<file path="src/rtl/uart_rx_pkg.sv">
// uart_rx_pkg
// Shared UART line constants, common to the receiver and the FIFO-fed
// transmitter. It holds the default clock and baud values and the
// clocks-per-bit derivation, so both directions compute the bit period
// the same way.
package uart_rx_pkg;

  localparam logic [31:0] DEFAULT_CLOCK_FREQUENCY = 32'd100_000_000;
  localparam logic [31:0] DEFAULT_BAUD_RATE       = 32'd115200;

  // Integer division: the bit period is truncated, never rounded up.
  function automatic logic [31:0] clocks_per_bit(input logic [31:0] clock_frequency,
                                                 input logic [31:0] baud_rate);
    return clock_frequency / baud_rate;
  endfunction

endpackage

</file>
<file path="src/rtl/sync_2ff.sv">
// sync_2ff
// Two-flop synchronizer for one asynchronous input. The reset value is a
// parameter so that idle-high lines, such as a UART rx pin, come out of
// reset in their idle level.
// Ports:
//   clk - sampling clock
//   rst - synchronous, active-high reset
//   d   - asynchronous input
//   q   - synchronized output, two clk cycles behind d
module sync_2ff #(
  parameter logic RESET_VALUE = 1'b1
) (
  input  logic clk,
  input  logic rst,
  input  logic d,
  output logic q
);

  logic sync_p0;
  logic sync_p1;

  always_ff @(posedge clk) begin
    if (rst) begin
      sync_p0 <= RESET_VALUE;
      sync_p1 <= RESET_VALUE;
    end else begin
      // stage p0: first capture of the asynchronous input
      sync_p0 <= d;
      // stage p1: metastability settled
      sync_p1 <= sync_p0;
    end
  end

  assign q = sync_p1;

endmodule

</file>
<file path="src/rtl/uart_rx.sv">
// uart_rx
// UART receiver (1 start bit, WORD_WIDTH data bits LSB first, 1 stop bit,
// no parity). The line is synchronized, each bit is sampled at its centre,
// and a good word is written to a downstream FIFO with a one-cycle we pulse.
// Ports:
//   clk         - system clock
//   rst         - synchronous, active-high reset
//   din         - asynchronous serial line, idle high
//   full        - downstream FIFO full, looked at only on the stop-bit sample
//   dout        - last received word, held between writes
//   we          - one-cycle FIFO write pulse per accepted word
//   frame_error - one-cycle pulse when the stop bit samples 0
//   overrun     - one-cycle pulse when a good word is dropped because full=1
module uart_rx
  import uart_rx_pkg::*;
#(
  parameter logic [31:0] CLOCK_FREQUENCY = DEFAULT_CLOCK_FREQUENCY,
  parameter logic [31:0] BAUD_RATE       = DEFAULT_BAUD_RATE,
  parameter logic [31:0] WORD_WIDTH      = 32'd8
) (
  input  logic                  clk,
  input  logic                  rst,
  input  logic                  din,
  input  logic                  full,
  output logic [WORD_WIDTH-1:0] dout,
  output logic                  we,
  output logic                  frame_error,
  output logic                  overrun
);

  localparam logic [31:0] CLOCKS_PER_BIT = clocks_per_bit(CLOCK_FREQUENCY, BAUD_RATE);
  localparam logic [31:0] HALF_BIT       = CLOCKS_PER_BIT / 32'd2;
  localparam int          IDX_W          = $clog2(WORD_WIDTH + 1);
  localparam logic [IDX_W-1:0] LAST_IDX  = IDX_W'(WORD_WIDTH - 1);

  generate
    if (CLOCKS_PER_BIT < 32'd4) begin : g_bad_rate
      $error("uart_rx: CLOCK_FREQUENCY / BAUD_RATE must be at least 4");
    end
    if (WORD_WIDTH < 32'd2) begin : g_bad_width
      $error("uart_rx: WORD_WIDTH must be at least 2");
    end
  endgenerate

  typedef enum logic [2:0] {
    IDLE      = 3'd0,
    START     = 3'd1,
    DATA      = 3'd2,
    STOP      = 3'd3,
    WAIT_IDLE = 3'd4
  } state_t;

  state_t                state;
  logic [31:0]           cnt;
  logic [IDX_W-1:0]      idx;
  logic [WORD_WIDTH-1:0] shreg;
  logic                  rx_s;

  // stage p0/p1: din synchronized, idle-high out of reset
  sync_2ff #(
    .RESET_VALUE(1'b1)
  ) u_sync (
    .clk(clk),
    .rst(rst),
    .d  (din),
    .q  (rx_s)
  );

  // stage p2: frame FSM with registered outputs
  always_ff @(posedge clk) begin
    if (rst) begin
      state       <= IDLE;
      cnt         <= '0;
      idx         <= '0;
      shreg       <= '0;
      dout        <= '0;
      we          <= 1'b0;
      frame_error <= 1'b0;
      overrun     <= 1'b0;
    end else begin
      we          <= 1'b0;
      frame_error <= 1'b0;
      overrun     <= 1'b0;
      case (state)
        IDLE: begin
          cnt <= '0;
          if (!rx_s) state <= START;
        end
        START: begin
          // Re-check the start bit at its centre; a high line here was a glitch.
          if (cnt == HALF_BIT - 32'd1) begin
            cnt <= '0;
            if (!rx_s) begin
              state <= DATA;
              idx   <= '0;
            end else begin
              state <= IDLE;
            end
          end else begin
            cnt <= cnt + 32'd1;
          end
        end
        DATA: begin
          if (cnt == CLOCKS_PER_BIT - 32'd1) begin
            cnt   <= '0;
            shreg <= {rx_s, shreg[WORD_WIDTH-1:1]};
            idx   <= idx + IDX_W'(1);
            if (idx == LAST_IDX) state <= STOP;
          end else begin
            cnt <= cnt + 32'd1;
          end
        end
        STOP: begin
          // Leaving at the stop-bit centre leaves half a bit to catch an
          // immediately following start edge.
          if (cnt == CLOCKS_PER_BIT - 32'd1) begin
            cnt <= '0;
            if (rx_s) begin
              if (!full) begin
                dout <= shreg;
                we   <= 1'b1;
              end else begin
                overrun <= 1'b1;
              end
              state <= IDLE;
            end else begin
              frame_error <= 1'b1;
              state       <= WAIT_IDLE;
            end
          end else begin
            cnt <= cnt + 32'd1;
          end
        end
        WAIT_IDLE: begin
          // A held break produces one frame_error, not one per bit time.
          cnt <= '0;
          if (rx_s) state <= IDLE;
        end
        default: begin
          state <= IDLE;
          cnt   <= '0;
        end
      endcase
    end
  end

endmodule

</file>
<file path="config.mk">
export PLATFORM = sky130hd
export DESIGN_NAME = uart_rx
export DESIGN_NICKNAME = d
export VERILOG_FILES = /design/src/rtl/uart_rx_pkg.sv /design/src/rtl/sync_2ff.sv /design/src/rtl/uart_rx.sv
export SDC_FILE = /design/constraint.sdc
export NUM_CORES = 1
export LEC_CHECK = 0
export ABC_AREA = 1
export BUFFER_PORTS_ARGS = -buffer_cell sky130_fd_sc_hd__buf_4
export CORE_MARGIN = 2
export CORE_UTILIZATION = 63
export CTS_BUF_LIST = sky130_fd_sc_hd__clkbuf_4 sky130_fd_sc_hd__clkbuf_8
export DETAILED_ROUTE_END_ITERATION = 8
export PLACE_DENSITY = 0.82
export SETUP_SLACK_MARGIN = 0.3
export SYNTH_ARGS = -nofsm -noshare
export SYNTH_HDL_FRONTEND = slang
export SYNTH_SLANG_ARGS = --single-unit
</file>
<file path="constraint.sdc">
create_clock -name clk -period 2 [get_ports clk]
set_input_delay 0.3 -clock clk [delete_from_list [all_inputs] [get_ports clk]]
set_output_delay 0.3 -clock clk [all_outputs]
set_load 0.005 [all_outputs]
</file>
# Yosys cells after proc, flatten, opt, wreduce, memory -nomap -nowiden
# Index checks and enable logic that the tools add are counted.
op_classes:
  mux: 19
  bitwise_logic: 4
  eq_ne: 14
  reduce_logical: 9
  addsub: 2
op_table:
  columns: ["operator", "count"]
  rows:
  - ["2-to-1 mux 32 bit", 2]
  - ["one-hot mux 32 bit (2 select lines)", 1]
  - ["adder 32 x 1 -> 32 bit (second input constant)", 1]
  - ["== test 32 x 10 -> 1 bit (second input constant)", 1]
  - ["== test 32 x 9 -> 1 bit (second input constant)", 1]
  - ["2-to-1 mux 3 bit", 7]
  - ["one-hot mux 3 bit (5 select lines)", 1]
  - ["2-to-1 mux 4 bit", 3]
  - ["inequality test 2 bit (second input constant)", 6]
  - ["one-hot mux 4 bit (2 select lines)", 1]
  - ["AND reduction 4 bit", 2]
  - ["== test 3 x 2 -> 1 bit (second input constant)", 2]
  - ["AND reduction 6 bit", 1]
  - ["adder 4 x 1 -> 4 bit (second input constant)", 1]
  - ["== test 4 x 3 -> 1 bit (second input constant)", 1]
  - ["NOT 1 bit", 4]
  - ["OR reduction 4 bit", 1]
  - ["== test 3 x 1 -> 1 bit (second input constant)", 1]
  - ["== test 3 bit (second input constant)", 1]
  - ["zero test 3 bit", 1]
  - ["2-to-1 mux 1 bit", 3]
  - ["OR reduction 3 bit", 1]
  - ["2-to-1 mux 2 bit", 1]
  - ["inequality test 2 x 1 -> 1 bit (second input constant)", 1]
  - ["other kinds (3)", 3]
word_totals:
  out_inout_bits: 11
  reg_bits: 60
  elab_cells: 58

# Depth between registers and ports, before layout
# Gate-level depths: netlist (run 1).
depth:
  depth_word: 4
  ltp_mapped: 11
  ltp_nobuf: 11

# Hierarchy
# From an unflattened synthesis (run 1), not the netlist that was laid out.
hier_totals:
  cells_unflattened: 408
  hier_area_um2: 2927.8
by_module_without_submodules:
  columns: ["mod", "n_inst", "cells_per_inst", "seq_area_each_um2", "area_each_um2"]
  rows:
  - ["uart_rx", 1, 401, 1161.1, 2869.0]
  - ["sync_2ff", 1, 7, 40.0, 58.8]

# Least setup slack after synthesis (run 1)
# No wires, ideal clock.
synth_timing:
  path_kind: "reg2reg"
  from: "register cnt[0]"
  to: "register dout[1]"
  setup_time_ps: 116
  t_arrival_ps: 1511
  path_buffers: 1
  setup_slack_ps: 374
  path_stages_with_launch: 10
  synth_period_minus_slack_ps: 1626
  cell_sequence: "dfxtp_1 > ha_1 > nand3_1 > nor2_2 > nand2_4 > nor2_8 > buf_6 > nand2_2 > o21ai_0 > nor2_1"
synth_via:
  elab_chain_len: 2
synth_rtl:
  columns: ["element", "line", "rtl"]
  rows:
  - ["start, declared", "uart_rx.sv:54", "logic [31:0] cnt;"]
  - ["start signal, assigned", "uart_rx.sv:100", "cnt <= cnt + 32'd1;"]
  - ["start signal, assigned", "uart_rx.sv:110", "cnt <= cnt + 32'd1;"]
  - ["start signal, assigned", "uart_rx.sv:131", "cnt <= cnt + 32'd1;"]
  - ["== test 32 x 10 -> 1 bit", "uart_rx.sv:116", "if (cnt == CLOCKS_PER_BIT - 32'd1) begin"]
  - ["AND reduction 4 bit (no source line)", null, null]
  - ["end signal, assigned", "uart_rx.sv:120", "dout <= shreg;"]
  - ["end, declared", "uart_rx.sv:25", "output logic [WORD_WIDTH-1:0] dout,"]
# No other way between the ends.
# A chain may end at the register's enable or synchronous reset.

# Worst setup path after layout (run 1)
layout_timing:
  from: "register cnt[0]"
  to: "register cnt[26]"
layout_via:
  elab_chain_len: 3
  elab_cells_between_ends: 6
layout_rtl:
  columns: ["element", "line", "rtl"]
  rows:
  - ["adder 32 x 1 -> 32 bit, or another cell as far along", "uart_rx.sv:100, uart_rx.sv:110, uart_rx.sv:131", null]
  - ["2-to-1 mux 32 bit, on equally long branches", "uart_rx.sv:104, uart_rx.sv:116, uart_rx.sv:91", null]
  - ["one-hot mux 32 bit (2 select lines) *", "uart_rx.sv:84", "case (state)"]
# Mark *: on every way between the ends. The rest lies on a longest branch, timed or not.

==> results.toml, run 1 <==
[clock_network]
cts.clk_slew.worst_paths_ns = 0.07
cts-root-buf = "clkbuf_8"
cts_buffer_depth = 2
htree_levels = 3
clk_latency_ns = 0.35
cts_inserted_buffers = 9
cts_tree = "built"
clock-sinks = 60

[yosys]
yosysTopAreaCell = "dfxtp_1"
synth-warning-count = 0
yosysTopAreaCellShare_pct = 38.93
synthCells = 445
synthArstFlopShare_pct = 0
avgSynthCellArea_um2 = 6.934
synth_ff_type = "dfxtp_1"
synth.distinct_cells = 35
yosys_register_bits = 60
ys_seq_area_share_pct = 38.93
synth_area_leaders = "dfxtp_1 (39%), nor2_1 (14%), nand2_1 (9.1%)"
synth-edff-count = 0
mappedNetlistNets = 452
synth_area_mm2 = 0.003085

[worst_setup_path]
critPathRequiredTime_ns = 2.27
crit_start = "cnt[0]"
r2r-start = "cnt[0]"
start_kind = "flop"
path_max_fanout = 8
arrival_ns = 1.96
path_class = "reg -> reg"
endpoint_kind = "flop"

[status]
status = "complete, no violations"

[final_layout]
multiInputGateArea_mm2 = 0.001836
antenna_cells = 0
final_common_cell = "nor2_1"
final_nets = 491
n_fill_cell = 323
drive_above_1_share_pct = 24.13
final_cell_mix = "nor2_1 (100), nand2_1 (70), dfxtp_1 (52)"
stdcell_count = 556
seqCellArea_mm2 = 0.001214
area_delta_synth_final_pct = 24.29

[grt]
grt_usage_pct = 27.00
antenna_found_initial = 0
overflow = 0
grt_start_max_net_pins = 31
grt_pass1_wl_mm = 11.44
grt_pass1_vias = 2634

[sta]
setup_violations = 0
tightest_slew_ns = 0.5931
finalClockSkew_ns = 0.006588
slew_violations = 0
hold_viol = 0
hold_ws_ns = 0.1393
final.period_utilization_pct = 84.25
min_period_ns = 1.685
relSlewSlack_pct = 60.04
fmax_mhz = 593.5
grt_setup_unrepaired = "yes"
timing.setup.tns_ns = 0

[drt]
wl_per_cell_um = 14.63
drt_iter0_drc = 309
num_vias = 3007
routed_wl_mm = 8.137
final_antenna_net_count = 0
routed_via_density = 5.408
drc_errors = 0
firstDrtPassIters = 5

[power]
leakagePower_nw = 1.489
p_total_mw = 2.709
ir_drop_mv = 0.5666
power.density_mw_per_mm2 = 706.5

[die]
die_h_um = 73.98
floorplan.die_area_mm2 = 0.005473
coreArea_mm2 = 0.004723
ios = 15
start_util_pct = 65.32
rows = 25
die_w_um = 73.98

[hold_path]
min_from = "din"
hold_path.class = "in -> reg"

[placement]
routabilityCongestion = 0.9393
port-buffer-count = 14
hpwlAfterDp_mm = 4.842
dp.cells = 524

[job]
max_cap_violations = 0
[cells in the mapped netlist (all sizes together), types with 2 or more instances]
cell    number
xor2        24
nor3b        3
nand3       18
nand4       13
a21oi       22
dfxtp       60
o21ai       20
and3         2
nor3        18
inv         46
nor2       117
or2          4
buf          5
nand2       82
ha           3
xnor2        2
clkbuf       2
[critical path, stage by stage, from the launching register on]
cell and delay (ns):
dfxtp_2 0.32, buf_4 0.14, ha_4 0.17, nand3_2 0.11
nor2_4 0.05, nand2_4 0.09, nor2_8 0.06, o21ai_4 0.19
nand2_4 0.13, clkbuf_16 0.21, nor3_1 0.13
[timing repair]
action,CTS,global route
setup buffers,3,9
hold buffers,0,0
endpoints found under the setup margin,34,51
pin swaps,1,13
cloned,0,4
resized for setup,2,49
[power breakdown]
group / internal [mW] / total (mW) / leakage, nW / switching, mW
Clock: 0.696 / 1.20 / 0.109 / 0.503
Combinational: 0.110 / 0.283 / 0.892 / 0.173
Sequential: 1.21 / 1.23 / 0.488 / 0.0189
Total: 2.01 / 2.71 / 1.49 / 0.695
[final cells by class]
cell class              count  area share (%)
flip-flops and latches     60           31.65
well taps                  67           2.186
multi-input cells         332           47.86
clock inverters             7           2.382
repair buffers             34           8.091
inverters                  47           4.600
clock buffers               9           3.230
[state kept, by name, indices dropped and copies added (netlist names)]
signal and cells:
u_sync.q 1, idx 4, cnt 32, state 3, overrun 1, we 1
u_sync.sync_p0 1, shreg 8, dout 8, frame_error 1
[per-layer routing]
layer	wire, um	share of wire (%)	track usage (%)
met1	3460	43	35.09
met3	527	6.5	6.098
met4	131	1.6	13.74
met5	0	0	0
met2	4018	49	42.26
[final timing paths]
path	depth (start not counted)	end	slack, ns
worst max-delay path	10	cnt[26]	0.31
worst min-delay path	2	u_sync.sync_p0	0.14
worst max register to register	10	cnt[26]	0.31
worst min register to register	1	u_sync.q	0.43
[kinds of logic after synthesis]
group | count (synthesis) | share of synthesized area [%]
compound gates | 44 | 7.503
fa+ha+maj | 3 | 1.217
xor+xnor | 26 | 7.380
simple gates | 258 | 37.92
flops | 60 | 38.93
buf+inv | 54 | 7.056
[stage by stage]
step | instance area [um^2] | util (%) | setup slack, ns
after global placement | 3283 | 69.51 | 0.2806
after CTS | 3535 | 74.83 | 0.2990
final | 3835 | 81.19 | 0.3150
after floorplan | 3085 | - | 0.3736
after global routing | 3835 | 81.19 | 0.2358
after detailed placement | 3283 | 69.51 | 0.2568
(Power assumes the default switching activity.)
==> run 2, diff against run 1 <==
- CORE_UTILIZATION: 63 -> 57
- PLACE_DENSITY: 0.82 -> 0.78
- clock period: 2 -> 1.4 ns (I/O delays scaled with it)
==> results.toml, run 2 (synthesized netlist as in run 1, its figures left out) <==
[placement]
dp.cells = 595
dpl_cell_area_mm2 = 0.003894
pre_cts_ws_ns = -0.2049
routabilityCongestion = 0.8939
hpwlAfterDp_mm = 5.946
port-buffer-count = 14

[die]
die_w_um = 77.58
rows = 26
start_util_pct = 59.65
floorplan.die_area_mm2 = 0.006018
coreArea_mm2 = 0.005172
die_h_um = 77.58
ios = 15

[final_layout]
regMostFlops = "cnt"
largest_reg_flops = 32
final_core_util_pct = 91.34
final_area_mm2 = 0.004725
largest_registers = "cnt x32, dout x8, shreg x8"
final_nets = 557
area_delta_synth_final_pct = 53.12
stdcell_count = 625
final_common_cell = "buf_4"
final_cell_mix = "buf_4 (89), nor2_1 (73), nand2_1 (62)"
antenna_cells = 0
drive_above_1_share_pct = 45.41

[drt]
routed_via_density = 6.184
num_vias = 3865
routed_wl_mm = 13.17
wl_per_cell_um = 21.07
drc_errors = 0
final_antenna_net_count = 0
firstDrtPassIters = 6
drt_iter0_drc = 563

[job]
max_cap_violations = 0

[power]
power.density_mw_per_mm2 = 775.2
leakagePower_nw = 1.981
p_total_mw = 3.662
ir_drop_mv = 0.7780

[worst_setup_path]
critPathRequiredTime_ns = 1.64
path_max_fanout = 4
crit_slowest_cell = "dfxtp_4"
start_kind = "flop"
r2r_end = "cnt[8]"
cp_cell_sequence = "ha_4 > inv_4 > nor3_4 > nand2_2 > buf_4 > xor2_1 > nor2_4"
reg2reg_depth = 7
r2r-start = "cnt[0]"
arrival_ns = 2.00
ff2ff_setup_slack_ns = -0.36
endpoint_kind = "flop"
path_class = "reg -> reg"
max_stage_delay_ns = 0.40

[hold_path]
whs_endpoint = "u_sync.sync_p0"
min_from = "din"
hold_path.class = "in -> reg"
holdPathStages = 2

[sta]
timing.setup.tns_ns = -14.60
relSlewSlack_pct = 73.12
grt_setup_unrepaired = "yes"
tightest_slew_ns = 0.3999
min_period_ns = 1.763
hold_viol = 0
fmax_mhz = 567.1
finalClockSkew_ns = 0.01575
hold_ws_ns = 0.04109
slew_violations = 0
setup_ws_ns = -0.3632
final.period_utilization_pct = 125.9
setup_violations = 58

[status]
status = "finished, violations left"
violations = "setup timing"

[clock_network]
cts.clk_slew.worst_paths_ns = 0.08
cts_inserted_buffers = 9
cts-root-buf = "clkbuf_8"
clk_latency_ns = 0.37
cts_tree = "built"
cts_buffer_depth = 2
htree_levels = 3
clock-sinks = 60

[grt]
grt_start_max_net_pins = 31
antenna_found_initial = 0
grt_pass1_wl_mm = 14.43
grt_usage_pct = 30.31
overflow = 0
grt_pass1_vias = 3279
[run 2: changes by cell type in the layout (fill, tap and decap cells not counted), moves of 4 or more]
cell | previous run | this run
nor2_2 | 12 | 29
nor2_4 | 5 | 14
nor3_1 | 9 | 4
nor2_1 | 100 | 73
nor3_4 | 3 | 8
o21ai_2 | 0 | 17
buf_6 | 2 | 6
buf_4 | 29 | 89
nand2_1 | 70 | 62
dfxtp_4 | 1 | 8
o21ai_0 | 13 | 0
dfxtp_1 | 52 | 46
[run 2: worst max-delay path: cells and delay by family (launching register included)]
family / cells / cell delay (ns)
AND/OR/NAND/NOR: 3 / 0.49
flip-flops: 1 / 0.40
XOR/XNOR: 1 / 0.31
buffers and inverters: 2 / 0.24
adder cells (fa/ha/maj): 1 / 0.20
[run 2: how the worst max path moves through the flow]
stage,slack [ns],cells after the start,end,from
after CTS,-0.17,10,cnt[20],cnt[1]
after global placement,-0.17,9,idx[0],cnt[2]
after floorplan,0.007,7,cnt[24],cnt[0]
after detailed placement,-0.20,9,dout[0],cnt[2]
final,-0.36,7,cnt[8],cnt[0]
after global routing,-0.47,9,cnt[15],cnt[0]
[run 2: area by class of cell]
cell class              count  area, um^2
flip-flops and latches     60        1239
clock inverters             6       38.79
clock buffers              10       137.6
well taps                  70       87.58
inverters                  47       190.2
fillers                   197       447.9
multi-input cells         331        2166
repair buffers            101       865.8
[run 2: power by group]
part,internal [mW],switching [mW]
sequential,1.71,0.0247
clock,0.686,0.772
combinational,0.178,0.289
total,2.58,1.09
[run 2: what timing repair did]
| item | 4_1_cts | 5_1_grt |
|---|---|---|
| pin swaps | 8 | 26 |
| cloned | 0 | 3 |
| hold buffers | 0 | 0 |
| gates resized for setup | 28 | 110 |
| setup endpoints to repair | 58 | 58 |
| setup buffers | 5 | 6 |
[run 2: routing by layer]
layer  wire, um  GRT usage, %  part of all wire (%)
met2       5926         52.00                    45
met3       1659         5.116                    13
met4       1064         17.32                   8.1
met1       4517         35.71                    34
met5          0             0                     0
